File: src/rtl/usr_shift_sequencer.sv
// Command sequencer for a WIDTH-bit universal shift register: turns one handshaken
// command into a run of sel/p_in/serial-input cycles followed by a one-cycle done pulse.
module usr_shift_sequencer #(
  parameter int unsigned WIDTH = 4,
  parameter int unsigned CNT_W = 3
) (
  input  logic             clk,
  input  logic             rest,
  input  logic             cmd_valid,
  output logic             cmd_ready,
  input  logic [1:0]       cmd_op,
  input  logic [WIDTH-1:0] cmd_data,
  input  logic [CNT_W-1:0] cmd_count,
  input  logic             cmd_rot,
  input  logic             cmd_fill,
  input  logic             s_right_out,
  input  logic             s_left_out,
  output logic [1:0]       sel,
  output logic [WIDTH-1:0] p_in,
  output logic             s_right,
  output logic             s_left,
  output logic             busy,
  output logic             done
);

  localparam int unsigned RemW = CNT_W + 1;
  localparam logic [1:0] OpLoad = 2'd3;
  localparam logic [RemW-1:0] RemOne = RemW'(1);
  // A zero count means a full 2^CNT_W shifts, hence the extra remaining bit.
  localparam logic [RemW-1:0] RemFull = RemW'(1) << CNT_W;

  typedef enum logic [1:0] {
    StIdle,
    StActive,
    StDone
  } state_e;

  state_e           state_q, state_d;
  logic [RemW-1:0]  remaining_q, remaining_d;
  logic [1:0]       op_q, op_d;
  logic [WIDTH-1:0] data_q, data_d;
  logic             rot_q, rot_d;
  logic             fill_q, fill_d;
  logic [1:0]       sel_q, sel_d;
  logic             busy_q, busy_d;
  logic             done_q, done_d;
  logic             accept;

  assign cmd_ready = (state_q == StIdle);
  assign accept    = cmd_valid & cmd_ready;

  always_comb begin
    state_d     = state_q;
    remaining_d = remaining_q;
    op_d        = op_q;
    data_d      = data_q;
    rot_d       = rot_q;
    fill_d      = fill_q;
    unique case (state_q)
      StIdle: begin
        if (accept) begin
          state_d = StActive;
          op_d    = cmd_op;
          data_d  = cmd_data;
          rot_d   = cmd_rot;
          fill_d  = cmd_fill;
          if (cmd_op == OpLoad) begin
            remaining_d = RemOne;
          end else if (cmd_count == '0) begin
            remaining_d = RemFull;
          end else begin
            remaining_d = RemW'(cmd_count);
          end
        end
      end
      StActive: begin
        remaining_d = remaining_q - RemOne;
        if (remaining_q == RemOne) begin
          state_d = StDone;
        end
      end
      StDone: begin
        state_d = StIdle;
      end
      default: begin
        state_d = StIdle;
      end
    endcase
  end

  // Outputs are registered from the next state so they line up with state_q.
  always_comb begin
    sel_d  = (state_d == StActive) ? op_d : 2'd0;
    busy_d = (state_d != StIdle);
    done_d = (state_d == StDone);
  end

  always_ff @(posedge clk) begin
    if (rest) begin
      state_q     <= StIdle;
      remaining_q <= '0;
      op_q        <= 2'd0;
      data_q      <= '0;
      rot_q       <= 1'b0;
      fill_q      <= 1'b0;
      sel_q       <= 2'd0;
      busy_q      <= 1'b0;
      done_q      <= 1'b0;
    end else begin
      state_q     <= state_d;
      remaining_q <= remaining_d;
      op_q        <= op_d;
      data_q      <= data_d;
      rot_q       <= rot_d;
      fill_q      <= fill_d;
      sel_q       <= sel_d;
      busy_q      <= busy_d;
      done_q      <= done_d;
    end
  end

  // Rotate loopback is combinational so it follows the register every cycle.
  always_comb begin
    s_right = 1'b0;
    s_left  = 1'b0;
    if (state_q == StActive) begin
      s_right = rot_q ? s_left_out  : fill_q;
      s_left  = rot_q ? s_right_out : fill_q;
    end
  end

  assign sel  = sel_q;
  assign p_in = data_q;
  assign busy = busy_q;
  assign done = done_q;

endmodule

File: config.mk
export PLATFORM = sky130hd
export DESIGN_NAME = usr_shift_sequencer
export DESIGN_NICKNAME = d
export VERILOG_FILES = /design/src/rtl/usr_shift_sequencer.sv
export SDC_FILE = /design/constraint.sdc
export NUM_CORES = 1
export LEC_CHECK = 0
export ABC_CLOCK_PERIOD_IN_PS = 1900
export BUFFER_PORTS_ARGS = -buffer_cell sky130_fd_sc_hd__buf_2
export CORE_MARGIN = 2
export CORE_UTILIZATION = 51
export CTS_BUF_LIST = sky130_fd_sc_hd__clkbuf_8 sky130_fd_sc_hd__clkbuf_16
export DETAILED_ROUTE_END_ITERATION = 16
export GPL_ROUTABILITY_DRIVEN = 0
export PLACE_DENSITY = 0.87
export SLEW_MARGIN = 25
export SYNTH_ARGS = -nofsm -noshare
export SYNTH_HDL_FRONTEND = slang
export SYNTH_SLANG_ARGS = --single-unit
File: constraint.sdc
create_clock -name clk -period 1.9 [get_ports clk]
set_input_delay 0.095 -clock clk [delete_from_list [all_inputs] [get_ports clk]]
set_output_delay 0.095 -clock clk [all_outputs]
set_load 0.01 [all_outputs]
==> flow_metrics.env, run 1 <==
export IMPL_status="complete, no violations"
export IMPL_power_density_nw_per_um2=925
export IMPL_arrival_ns=1.59
export IMPL_die_area_um2=1890
export IMPL_grt_pass1_vias=635
export IMPL_postCtsSetupBuffers=0
export IMPL_drive_gt1_frac=0.305
export IMPL_yosys_top_cells_area="dfxtp_1 (45%), a21oi_1 (9.4%), nand2_1 (9.0%)"
export IMPL_crit_reg2reg_launch="state_q[0]"
export IMPL_grtUsageTotal=0.185
export IMPL_ys_types=29
export IMPL_holdPathEnd="p_in[3]"
export IMPL_vias_per_cell=5.25
export IMPL_synth_most_common_cell="nand2_1"
export IMPL_syn_nets=110
export IMPL_area_growth_syn_to_layout_pct=21.9
export IMPL_hold_viol=0
export IMPL_use_met2=0.296
export IMPL_tritoncts="yes"
export IMPL_grt_overflow=0
export IMPL_grt_max_degree=16
export IMPL_fill_cells=130
export IMPL_wl_per_cell_um=12.1
export IMPL_grt_antenna_before_repair=0
export IMPL_cts_repair_resized=0
export IMPL_total_power_w=0.000897
export IMPL_synth_top_area_cell="dfxtp_1"
export IMPL_final_seq_area_um2=360
export IMPL_multi_input_area_um2=389
export IMPL_cts_sinks=18
export IMPL_die_x_um=43.5
export IMPL_setup_violations=0
export IMPL_drt_iter0_drc=19
export IMPL_worst_r2r_setup_slack_ns=0.49
export IMPL_avgSynthCellArea_um2=8.65
export IMPL_postSynthCellCount=92
export IMPL_maxCapViolCount=0
export IMPL_synth_flop_cell="dfxtp_1"
export IMPL_vias=704
export IMPL_drt_pre_antenna_iters=4
export IMPL_synth_compound_area_frac=0.189
export IMPL_die_y_um=43.5
export IMPL_grt_busiest_layer="met2"
export IMPL_diodes=0
export IMPL_hp_class="primary input to flip-flop"
export IMPL_crit_start="state_q[0]"
export IMPL_initial_utilization=0.534
export IMPL_io_buffers=26
export IMPL_clk_insertion_delay_late_ns=0.25
export IMPL_clockBufferDepth=2
export IMPL_final_util=0.651
export IMPL_yosys_area_top_type_share=0.453
export IMPL_fp_coreArea_um2=1490
export IMPL_clock_root_buffer="clkbuf_8"
export IMPL_crit_path_end_kind="flip-flop"
export IMPL_crit_fanout=11
export IMPL_use_met1=0.254
export IMPL_rsz0062_at_grt="no"
export IMPL_slew_headroom=0.580
export IMPL_syn_area_um2=796
export IMPL_drc_errors=0
export IMPL_rows=14
export IMPL_nets=137
export IMPL_clk_pin_slew_ns=0.07
export IMPL_skew_ns=0.00186
export IMPL_tns_ns=0
export IMPL_leakage_nw=0.429
export IMPL_grt_pass1_wl_um=2680
export IMPL_fmax_mhz=709
export IMPL_synth_top_family_by_area="simple AND/OR/NAND/NOR gates"
export IMPL_async_flop_share=0
export IMPL_cts_max_level=1
export IMPL_io_pins=27
export IMPL_r2r_cells=3
export IMPL_synth_simple_area_share=0.256
export IMPL_yosys_top_cells_count="nand2_1 (19), dfxtp_1 (18), a21oi_1 (15)"
export IMPL_worstHoldPathCells=3
export IMPL_period_share=0.743
export IMPL_vdd_drop_max_mv=0.681
export IMPL_yosys_warnings=0
export IMPL_numCtsBuffers=3
export IMPL_ant_nets=0
export IMPL_crit_type="flip-flop to flip-flop"
export IMPL_fin_crit_ns=1.41
export IMPL_worstHoldStart="cmd_data[3]"
export IMPL_muxShareOfSynthArea=0.0126
export IMPL_wirelength_um=1630
export IMPL_hold_ws_ns=0.0807
export IMPL_synth_edf_count=0
export IMPL_yosys_register_bits=18
export IMPL_regToRegEndpoint="sel[0]"
export IMPL_required_ns=2.08
export IMPL_worstMarginPinSlew_ns=0.627
export IMPL_worstSetupStartpointType="flip-flop"
export IMPL_synth_fa_ha_area_frac=0.0314
export IMPL_place_hpwl_um=1160
export IMPL_slew_violations=0
export IMPL_hold_buffers=0
export IMPL_ys_seq_area_frac=0.453
export IMPL_synth_xor_xnor_area_share=0
export IMPL_gr_usage_met3=0.0417
-- final cells by class --
cell class | instances | area share
clock buffer | 4 | 0.0568
inverter | 4 | 0.0155
multi-input combinational | 66 | 0.401
sequential | 18 | 0.372
tap | 16 | 0.0206
timing repair buffer | 26 | 0.134
-- cells in the final DEF, fill, tap and decap left out, drive strengths merged, types with 2 or more instances in the layout --
cell type	synthesis	final
nor3	4	4
dfxtp	18	18
nand3	4	4
nor2	4	4
nand2	19	19
a21oi	16	16
nand2b	2	2
buf	3	26
o21ai	2	2
or3b	2	2
a2bb2oi	2	2
clkbuf	1	4
inv	4	4
ha	2	2
-- cell families after synthesis --
group,Yosys count
flip-flops,18
AO/OA/AOI/OAI,24
multiplexers,1
buffers and inverters,8
adder cells (fa/ha/maj),2
AND/OR/NAND/NOR,39
-- worst max-delay path, cell delays in order (launching register included) --
cell and delay [ns]:
dfxtp_1 0.41, nor3b_2 0.59, nand2_1 0.17, a21oi_1 0.17
-- metrics by stage --
stage          std cells  area, um2  setup slack (ns)
3_5_place_dp         130        915             0.517
2_1_floorplan         92        796             0.700
3_3_place_gp         130        915             0.578
4_1_cts              134        970             0.482
6_report             134        970             0.489
5_1_grt              134        970             0.333
-- worst max-delay path by stage --
stage | end | slack (ns)
floorplan | fill_q | 0.70
global placement | remaining_q[3] | 0.58
detailed placement | remaining_q[1] | 0.52
CTS | sel[0] | 0.48
global route | remaining_q[1] | 0.33
finish | sel[0] | 0.49
-- registers in the layout, indices dropped and copies added, names as in the netlist --
name         cells
busy             1
done             1
fill_q           1
op_q             2
p_in             4
remaining_q      4
rot_q            1
sel              2
state_q          2
-- metal layers --
layer | share of wire | routed length (um)
met1 | 0.48 | 776
met2 | 0.46 | 749
met3 | 0.057 | 92
met4 | 0.0055 | 9
met5 | 0 | 0
-- where the power goes --
part           switching (W)  internal (W)  total [W]  leakage, nW
clock               0.000124      0.000184   0.000308       0.0288
sequential         0.0000241      0.000407   0.000431        0.148
combinational      0.0000861     0.0000717   0.000158        0.252
Note: power is estimated with default switching activity, not from simulation.
==> run 2, diff against run 1 <==
ABC_CLOCK_PERIOD_IN_PS = 1200   (was 1900)
CORE_UTILIZATION = 43   (was 51)
PLACE_DENSITY = 0.79   (was 0.87)
clock period = 1.2 ns   (was 1.9 ns; I/O delays follow)
==> flow_metrics.env, run 2 (synthesis gave the netlist of run 1 again) <==
export IMPL_status="finished, violations left"
export IMPL_failed_checks="negative setup slack"
export IMPL_fmax_mhz=833
export IMPL_die_area_um2=2210
export IMPL_grt_antenna_before_repair=0
export IMPL_crit_fanout=5
export IMPL_vdd_drop_max_mv=0.870
export IMPL_grt_pass1_wl_um=3130
export IMPL_vias_per_cell=5.34
export IMPL_numCtsBuffers=3
export IMPL_worstSetupStartpointType="flip-flop"
export IMPL_cts_sinks=18
export IMPL_die_x_um=47.0
export IMPL_hold_viol=0
export IMPL_initial_utilization=0.461
export IMPL_multi_input_area_um2=473
export IMPL_rows=15
export IMPL_clock_root_buffer="clkbuf_8"
export IMPL_hp_class="primary input to flip-flop"
export IMPL_setup_violations=1
export IMPL_wirelength_um=2210
export IMPL_cpPeakStageDelay_ns=0.37
export IMPL_slew_headroom=0.792
export IMPL_io_buffers=26
export IMPL_diodes=0
export IMPL_design_area_um2=1190
export IMPL_clk_pin_slew_ns=0.08
export IMPL_drt_iter0_drc=27
export IMPL_final_cell_mix="buf_2 (26), nand2_1 (18), dfxtp_1 (14), a21oi_2 (9)"
export IMPL_ant_nets=0
export IMPL_grt_max_degree=16
export IMPL_clk_insertion_delay_late_ns=0.26
export IMPL_crit_type="flip-flop to flip-flop"
export IMPL_layout_commonest_cell="buf_2"
export IMPL_maxCapViolCount=0
export IMPL_crit_path_end_kind="flip-flop"
export IMPL_wl_per_cell_um=14.4
export IMPL_leakage_nw=0.502
export IMPL_place_hpwl_um=1390
export IMPL_grt_overflow=0
export IMPL_path_delay_family="flip-flops"
export IMPL_cts_max_level=1
export IMPL_fp_coreArea_um2=1730
export IMPL_layout_setup_ws_ns=-0.000627
export IMPL_worstMarginPinSlew_ns=0.312
export IMPL_hold_buffers=0
export IMPL_period_share=1.00
export IMPL_clockBufferDepth=2
export IMPL_vias=822
export IMPL_drc_errors=0
export IMPL_arrival_ns=1.40
export IMPL_power_density_nw_per_um2=1340
export IMPL_cpMaxStageDelayCell="dfxtp_4"
export IMPL_drt_pre_antenna_iters=4
export IMPL_die_y_um=47.0
export IMPL_area_growth_syn_to_layout_pct=49.2
export IMPL_nets=148
export IMPL_grtUsageTotal=0.203
export IMPL_slew_violations=0
export IMPL_required_ns=1.40
export IMPL_tritoncts="yes"
export IMPL_drive_gt1_frac=0.535
export IMPL_crit_chain="buf_12 -> nor3b_4 -> buf_6 -> nand2_1 -> a21oi_1"
export IMPL_final_util=0.688
export IMPL_fill_cells=117
export IMPL_fin_crit_ns=1.20
export IMPL_io_pins=27
export IMPL_rsz0062_at_grt="yes"
export IMPL_grt_pass1_vias=770
export IMPL_final_seq_area_um2=368
export IMPL_dpl_cell_area_um2=1000
export IMPL_skew_ns=0.0118
export IMPL_critPathBufInv=2
==> run 2: cell types whose count changed in the layout (fill, tap and decap cells not counted), sizes merged <==
cell / delta
buf: +11
==> run 2: metrics by stage <==
| step | setup TNS, ns | hold slack [ns] | cells | setup WS [ns] | total power, W |
|---|---|---|---|---|---|
| floorplan | 0 | 0.139 | 92 | 0.000340 | 0.000873 |
| global placement | 0 | 0.301 | 146 | 0.0194 | 0.000982 |
| CTS | -0.00290 | 0.0479 | 153 | -0.00290 | 0.00152 |
| finish | -0.000627 | 0.0417 | 154 | -0.000627 | 0.00159 |
| global route | -0.382 | 0.0504 | 154 | -0.0487 | 0.00164 |
| detailed placement | -0.0410 | 0.307 | 146 | -0.0161 | 0.000998 |
==> run 2: area by class of cell <==
class	instances	area share
inverter	4	0.0126
timing repair buffer	37	0.207
multi-input combinational	66	0.398
sequential	18	0.310
clock buffer	4	0.0464
tap	25	0.0263
==> run 2: routing by layer <==
layer	GRT usage	routed length (um)	part of all wire
met1	0.236	879	0.40
met2	0.351	1070	0.48
met3	0.0269	178	0.080
met4	0.128	88	0.040
met5	0	0	0
==> run 2: power by group <==
group          internal, W  switching, W
Sequential        0.000645     0.0000346
Clock             0.000292      0.000216
Combinational     0.000203      0.000200
==> run 2: path summary, 6_finish.rpt <==
path               startpoint      end  slack (ns)  cells after the start
setup / recovery   state_q[1]  op_q[1]     -0.0006                      5
hold / removal    cmd_data[3]  p_in[3]        0.04                      3
setup reg to reg   state_q[1]  op_q[1]     -0.0006                      5
hold reg to reg       p_in[0]  p_in[0]        0.45                      2
==> run 2: what timing repair did <==
action / 4_1_cts / 5_1_grt
endpoints found under the setup margin: 6 / 13
pin swaps: 0 / 8
gates resized for setup: 7 / 22
gates cloned: 0 / 1
setup buffers: 3 / 1
==> run 2: worst reg2reg max path, stage by stage (launching register included) <==
cell and delay (ns):
dfxtp_4 0.37, buf_12 0.13, nor3b_4 0.26, buf_6 0.17
nand2_1 0.09, a21oi_1 0.13
